## src/rtl/loader_sdram_bridge_if.sv

```systemverilog
// Loader-to-SDRAM byte-write bus: loader requests in, aligned SDRAM write port out.
// The bridge uses the slave modport; the loader/SDRAM side uses master.
interface loader_sdram_bridge_if #(
   parameter int unsigned ADDR_W = 22
);
   logic              in_write;
   logic [ADDR_W-1:0] in_addr;
   logic [7:0]        in_data;
   logic              in_done;
   logic              mem_write;
   logic [ADDR_W-1:0] mem_addr;
   logic [7:0]        mem_data;

   modport master (
      output in_write, in_addr, in_data, in_done,
      input  mem_write, mem_addr, mem_data
   );

   modport slave (
      input  in_write, in_addr, in_data, in_done,
      output mem_write, mem_addr, mem_data
   );
endinterface

```

## src/rtl/loader_sdram_bridge.sv

```systemverilog
// Buffers loader byte writes in a small FIFO and replays them on the 1-in-4 SDRAM slot.
// Also qualifies load_done so it only rises once every buffered byte has been written.
module loader_sdram_bridge #(
   parameter int unsigned ADDR_W     = 22,
   parameter int unsigned DEPTH_LOG2 = 2
) (
   input  logic              clock,
   input  logic              reset_n,
   input  logic              slot,
   loader_sdram_bridge_if.slave bus,
   output logic              load_done,
   output logic              busy,
   output logic              overflow,
   output logic [ADDR_W-1:0] bytes_written
);

   localparam int unsigned Depth  = 1 << DEPTH_LOG2;
   localparam int unsigned PtrW   = DEPTH_LOG2 + 1;
   localparam int unsigned EntryW = ADDR_W + 8;

   logic [EntryW-1:0] fifo_q [Depth];
   logic [PtrW-1:0]   wr_ptr_q, wr_ptr_d;
   logic [PtrW-1:0]   rd_ptr_q, rd_ptr_d;
   logic [PtrW-1:0]   count;
   logic              empty, full;
   logic              push, pop, push_req;
   logic [EntryW-1:0] head;

   logic              mem_write_q, mem_write_d;
   logic [ADDR_W-1:0] mem_addr_q, mem_addr_d;
   logic [7:0]        mem_data_q, mem_data_d;
   logic              load_done_q, load_done_d;
   logic              overflow_q, overflow_d;
   logic              done_seen_q, done_seen_d;
   logic [ADDR_W-1:0] bytes_q, bytes_d;

   // Extra wrap bit on the pointers makes count == Depth distinguishable from empty.
   assign count = wr_ptr_q - rd_ptr_q;
   assign empty = (count == '0);
   assign full  = (count == PtrW'(Depth));
   assign head  = fifo_q[rd_ptr_q[DEPTH_LOG2-1:0]];

   // Pop uses the registered count only: a same-cycle push into an empty FIFO waits a slot.
   assign pop      = slot && !empty;
   assign push_req = bus.in_write && !load_done_q;
   assign push     = push_req && (!full || pop);

   always_comb begin
      wr_ptr_d    = wr_ptr_q;
      rd_ptr_d    = rd_ptr_q;
      mem_write_d = mem_write_q;
      mem_addr_d  = mem_addr_q;
      mem_data_d  = mem_data_q;
      load_done_d = load_done_q;
      overflow_d  = overflow_q;
      done_seen_d = done_seen_q | bus.in_done;
      bytes_d     = bytes_q;

      if (pop) begin
         rd_ptr_d    = rd_ptr_q + PtrW'(1);
         mem_write_d = 1'b1;
         mem_addr_d  = head[EntryW-1:8];
         mem_data_d  = head[7:0];
         bytes_d     = bytes_q + ADDR_W'(1);
      end else if (slot) begin
         mem_write_d = 1'b0;
      end

      if (push) begin
         wr_ptr_d = wr_ptr_q + PtrW'(1);
      end else if (push_req) begin
         overflow_d = 1'b1;
      end

      // Same edge that drops mem_write, so the final byte got its full slot period.
      if (slot && done_seen_q && empty && !bus.in_write) begin
         load_done_d = 1'b1;
      end
   end

   always_ff @(posedge clock or negedge reset_n) begin
      if (!reset_n) begin
         wr_ptr_q    <= '0;
         rd_ptr_q    <= '0;
         mem_write_q <= 1'b0;
         mem_addr_q  <= '0;
         mem_data_q  <= '0;
         load_done_q <= 1'b0;
         overflow_q  <= 1'b0;
         done_seen_q <= 1'b0;
         bytes_q     <= '0;
      end else begin
         wr_ptr_q    <= wr_ptr_d;
         rd_ptr_q    <= rd_ptr_d;
         mem_write_q <= mem_write_d;
         mem_addr_q  <= mem_addr_d;
         mem_data_q  <= mem_data_d;
         load_done_q <= load_done_d;
         overflow_q  <= overflow_d;
         done_seen_q <= done_seen_d;
         bytes_q     <= bytes_d;
      end
   end

   // Storage needs no reset; the pointers define which entries are valid.
   always_ff @(posedge clock) begin
      if (push) begin
         fifo_q[wr_ptr_q[DEPTH_LOG2-1:0]] <= {bus.in_addr, bus.in_data};
      end
   end

   assign bus.mem_write = mem_write_q;
   assign bus.mem_addr  = mem_addr_q;
   assign bus.mem_data  = mem_data_q;
   assign load_done     = load_done_q;
   assign overflow      = overflow_q;
   assign bytes_written = bytes_q;
   assign busy          = !empty || mem_write_q;

endmodule
```

## src/flat_wrapper.sv

```systemverilog
// flat-port wrapper written by rule: the top's interface ports become plain ports
module loader_sdram_bridge_flat 
#(
   parameter int unsigned ADDR_W     = 22,
   parameter int unsigned DEPTH_LOG2 = 2
)
  (clock, reset_n, slot, load_done, busy, overflow, bytes_written, bus_in_write, bus_in_addr, bus_in_data, bus_in_done, bus_mem_write, bus_mem_addr, bus_mem_data);
  loader_sdram_bridge_if #(.ADDR_W(ADDR_W)) bus_i ();
  input  logic clock;
  input  logic reset_n;
  input  logic slot;
  output logic load_done;
  output logic busy;
  output logic overflow;
  output logic [ADDR_W-1:0] bytes_written;
  input wire logic [$bits(bus_i.in_write)-1:0] bus_in_write;
  input wire logic [$bits(bus_i.in_addr)-1:0] bus_in_addr;
  input wire logic [$bits(bus_i.in_data)-1:0] bus_in_data;
  input wire logic [$bits(bus_i.in_done)-1:0] bus_in_done;
  output wire logic [$bits(bus_i.mem_write)-1:0] bus_mem_write;
  output wire logic [$bits(bus_i.mem_addr)-1:0] bus_mem_addr;
  output wire logic [$bits(bus_i.mem_data)-1:0] bus_mem_data;
  assign bus_i.in_write = bus_in_write;
  assign bus_i.in_addr = bus_in_addr;
  assign bus_i.in_data = bus_in_data;
  assign bus_i.in_done = bus_in_done;
  assign bus_mem_write = bus_i.mem_write;
  assign bus_mem_addr = bus_i.mem_addr;
  assign bus_mem_data = bus_i.mem_data;
  loader_sdram_bridge #(.ADDR_W(ADDR_W), .DEPTH_LOG2(DEPTH_LOG2)) u_core (.clock(clock), .reset_n(reset_n), .slot(slot), .bus(bus_i), .load_done(load_done), .busy(busy), .overflow(overflow), .bytes_written(bytes_written));
endmodule
```

## config.mk

```make
export PLATFORM = sky130hd
export DESIGN_NAME = loader_sdram_bridge_flat
export DESIGN_NICKNAME = d
export VERILOG_FILES = /design/src/rtl/loader_sdram_bridge_if.sv /design/src/rtl/loader_sdram_bridge.sv /design/src/flat_wrapper.sv
export SDC_FILE = /design/constraint.sdc
export NUM_CORES = 1
export LEC_CHECK = 0
export ABC_AREA = 1
export CAP_MARGIN = 20
export CELL_PAD_IN_SITES_DETAIL_PLACEMENT = 0
export CELL_PAD_IN_SITES_GLOBAL_PLACEMENT = 2
export CORE_UTILIZATION = 33
export DETAILED_ROUTE_END_ITERATION = 8
export GPL_TIMING_DRIVEN = 0
export PLACE_DENSITY = 0.76
export SLEW_MARGIN = 15
export SYNTH_ARGS = -nofsm -noshare
export SYNTH_HDL_FRONTEND = slang
export SYNTH_SLANG_ARGS = --single-unit
```

## constraint.sdc

```tcl
create_clock -name clock -period 3.24 [get_ports clock]
set_input_delay 0.324 -clock clock [delete_from_list [all_inputs] [get_ports clock]]
set_output_delay 0.324 -clock clock [all_outputs]
set_load 0.01 [all_outputs]
```

==> results.py <==
metrics = {
    "global_route": {
        "globalRouteTotalUtil_pct": 16.6,
        "grt-ovfl-total": 0,
        "grt_max_degree": 39,
        "antenna_found_initial": 1,
        "grt_pass1_wl_um": 29300,
        "grt_pass1_vias": 5343,
    },
    "cts": {
        "clock-sinks": 182,
        "tritoncts": "done",
        "cts_htree_levels": 4,
        "clk_pin_slew_ps": 70,
        "clock_latency_ps": 430,
        "cts_made_buffers": 17,
        "root_buffer": "clkbuf_16",
        "clockBufferDepth": 2,
        "cts_resized": 0,
    },
    "layout": {
        "areaGrowthSynthToFinish_pct": 28.8,
        "drive_above_1_share_pct": 8.24,
        "mostFrequentLayoutCells": "nand2_1 (226), edfxtp_1 (120), nor2_1 (93)",
        "final_util_pct": 43.7,
        "final_common_cell": "nand2_1",
        "num_antenna_cells": 0,
        "fin_nets": 867,
    },
    "power": {
        "worst_ir_drop_vdd_mv": 0.359,
        "p_total_mw": 7.16,
        "pwr-share-clk_pct": 27.9,
        "seqPwrFrac_pct": 40.7,
        "intPower_mw": 4.67,
        "p_per_area_nw_per_um2": 744,
        "p_comb_share_pct": 31.4,
        "power_switching_mw": 2.50,
        "swShare_pct": 34.9,
        "p_leak_nw": 3.71,
    },
    "placed_design": {
        "place_congestion": 0.810,
        "dp_hpwl_um": 12400,
        "place.port_buffers": 90,
    },
    "timing": {
        "clock_skew_ps": 17.7,
        "max_slew_margin_pct": 59.7,
        "hold_viol": 0,
        "post-route-min-period_ps": 2940,
        "fmax_mhz": 340,
        "setup_viol": 0,
        "final_max_slew_viol_count": 0,
        "worst_pin_slew_ps": 605,
        "grt_setup_unrepaired": "no",
        "timing.final.crit_share_pct": 90.7,
    },
    "worst_setup_path": {
        "path_max_fanout": 13,
        "cp_slowest_stage_delay_ps": 530,
        "crit_type": "register to primary output",
        "critPathMostFrequentCell": "nand2_1",
        "cp.arrival_ps": 2610,
        "start_kind": "register",
        "path_delay_family": "buffers and inverters",
        "end_kind": "primary output",
        "required_ps": 2920,
        "path_buf_inv": 2,
        "slowest_stage": "clkdlybuf4s50_1",
        "crit_chain": "inv_1 > ha_1 > a21oi_1 > nand2_1 > nand2_1 > nor2_1 > nand2_1 > clkdlybuf4s50_1",
    },
    "route": {
        "detail_route.drc_violations": 4,
        "wl_per_cell_um": 16.7,
        "via_per_inst": 4.78,
        "num_vias": 5338,
        "detail-route-antenna-nets": 0,
        "finalWirelength_um": 18700,
        "dr.pass1.iters": 8,
        "drt_iter0_drc": 293,
    },
    "floorplan": {
        "rows": 54,
        "num_io_pins": 91,
        "initial_core_util_pct": 33.9,
        "dieWidth_um": 153,
        "core_um2": 22000,
        "fp.dieH_um": 153,
        "dieArea_um2": 23300,
    },
    "run_status": {
        "violations": "DRC",
        "status": "finished with violations",
    },
    "logic_synthesis": {
        "synth_nets": 741,
        "synth.avg_cell_area_um2": 10.7,
        "ys_warn_count": 0,
        "synth_cells": 698,
        "ys_ff_latch": 182,
        "yosysSeqAreaShare_pct": 69.0,
        "syn_area_um2": 7470,
        "synth_cell_types": 24,
    },
    "run": {
        "maxCapViolations": 0,
    },
    "worst_hold_path": {
        "hp-class": "input pin to asynchronous set/reset pin",
    },
}
==> layer usage <==
layer  track usage, %  routed length, um
met2             28.2               9390
met3             3.70                800
met5                0                 11
met1             21.0               8280
met4             5.10                167
==> power groups by stage <==
stage / sequential (mW) / combinational, mW / clock (mW)
detailed placement: 2.96 / 2.27 / 0
global placement: 2.96 / 2.23 / 0
floorplan: 3.02 / 1.15 / 0
CTS: 2.92 / 2.28 / 2.04
global route: 2.95 / 2.51 / 2.13
finish: 2.92 / 2.25 / 2.00
==> what timing repair did <==
item / 4_1_cts / 5_1_grt
endpoints found under the setup margin: 37 / 21
endpoints found under the hold margin: 24 / 0
pin swaps: 3 / 1
hold buffers: 1 / 0
setup buffers: 11 / 1
==> cell families (layout without fill, tap and decap cells) <==
| group | after synthesis | in the layout | synth area share, % |
|---|---|---|---|
| adders and majority gates | 8 | 8 | 1.34 |
| xor gates and xnor gates | 17 | 17 | 1.99 |
| DFF | 182 | 182 | 69.0 |
| AOI/OAI and AO/OA | 99 | 99 | 7.18 |
| and+or+nand+nor | 338 | 338 | 17.3 |
| buffers and inverters | 54 | 193 | 3.20 |
==> worst register-to-register path: stages, from the launching register on <==
cell     delay (ps)
dfrtp_1         470
inv_1           390
ha_1            350
nand2_1          80
nand2_1          40
nand2_1          70
nand2_1          80
nand2_1         110
nand2_1         290
nor2_4          330
buf_16          200
==> final cells by class <==
cell class	instances	area, um2
tap	280	350
timing repair buffer	108	1200
buffer	29	145
clock buffer	18	439
fill	2088	12400
inverter	24	90.1
clock inverter	14	139
sequential	182	5150
multi-input combinational	462	2110
==> metrics by stage <==
stage | std cells | area, um2 | hold slack (ps) | setup WS [ps] | setup TNS, ps
floorplan | 698 | 7470 | 28.4 | 50.0 | 0
global placement | 1068 | 8730 | 460 | -1690 | -232820
CTS | 1117 | 9610 | 379 | 48.5 | 0
finish | 1117 | 9630 | 377 | 302 | 0
global route | 1117 | 9630 | 399 | 132 | 0
detailed placement | 1073 | 8880 | 274 | -111 | -2180
==> cells in the mapped netlist <==
library cell	instances	area, um2
a21oi_1	1	5.00
a31o_2	1	8.76
inv_1	22	82.6
o21ai_0	67	335
inv_2	1	3.75
nand3b_1	1	7.51
clkbuf_1	17	63.8
clkinv_1	1	3.75
or2_2	1	6.26
nand3_1	10	50.1
xor2_1	6	52.6
dfrtp_1	62	1550
ha_1	8	100
nand2_1	226	848
nand2_2	1	6.26
o22ai_1	30	188
buf_2	5	25.0
buf_6	1	11.3
buf_1	1	3.75
xnor2_1	11	96.3
edfxtp_1	120	3600
nor2_1	97	364
buf_4	6	45.0
nand4_1	2	12.5
==> path summary, 6_finish.rpt <==
kind	start	slack (ps)	end	cells past startpoint
hold reg to reg	u_core.bus.mem_addr[1]	480	u_core.bus.mem_addr[1]	2
hold / removal	reset_n	380	u_core.done_seen_q	2
max in group asynchronous	reset_n	2310	u_core.bytes_written[15]	3
setup reg to reg	u_core.rd_ptr_q[1]	530	u_core.fifo_q[2][9]	10
min in group clock	bus_in_done	470	u_core.done_seen_q	2
setup / recovery	u_core.rd_ptr_q[1]	300	busy	8
==> flip-flops by register name, indices dropped and copies added (netlist names) <==
| register | count |
|---|---|
| u_core.overflow | 1 |
| u_core.bytes_written | 22 |
| u_core.done_seen_q | 1 |
| u_core.bus.mem_data | 8 |
| u_core.fifo_q | 120 |
| u_core.load_done | 1 |
| u_core.bus.mem_write | 1 |
| u_core.bus.mem_addr | 22 |
| u_core.rd_ptr_q | 3 |
| u_core.wr_ptr_q | 3 |
Power figures use the tool's default switching activity.
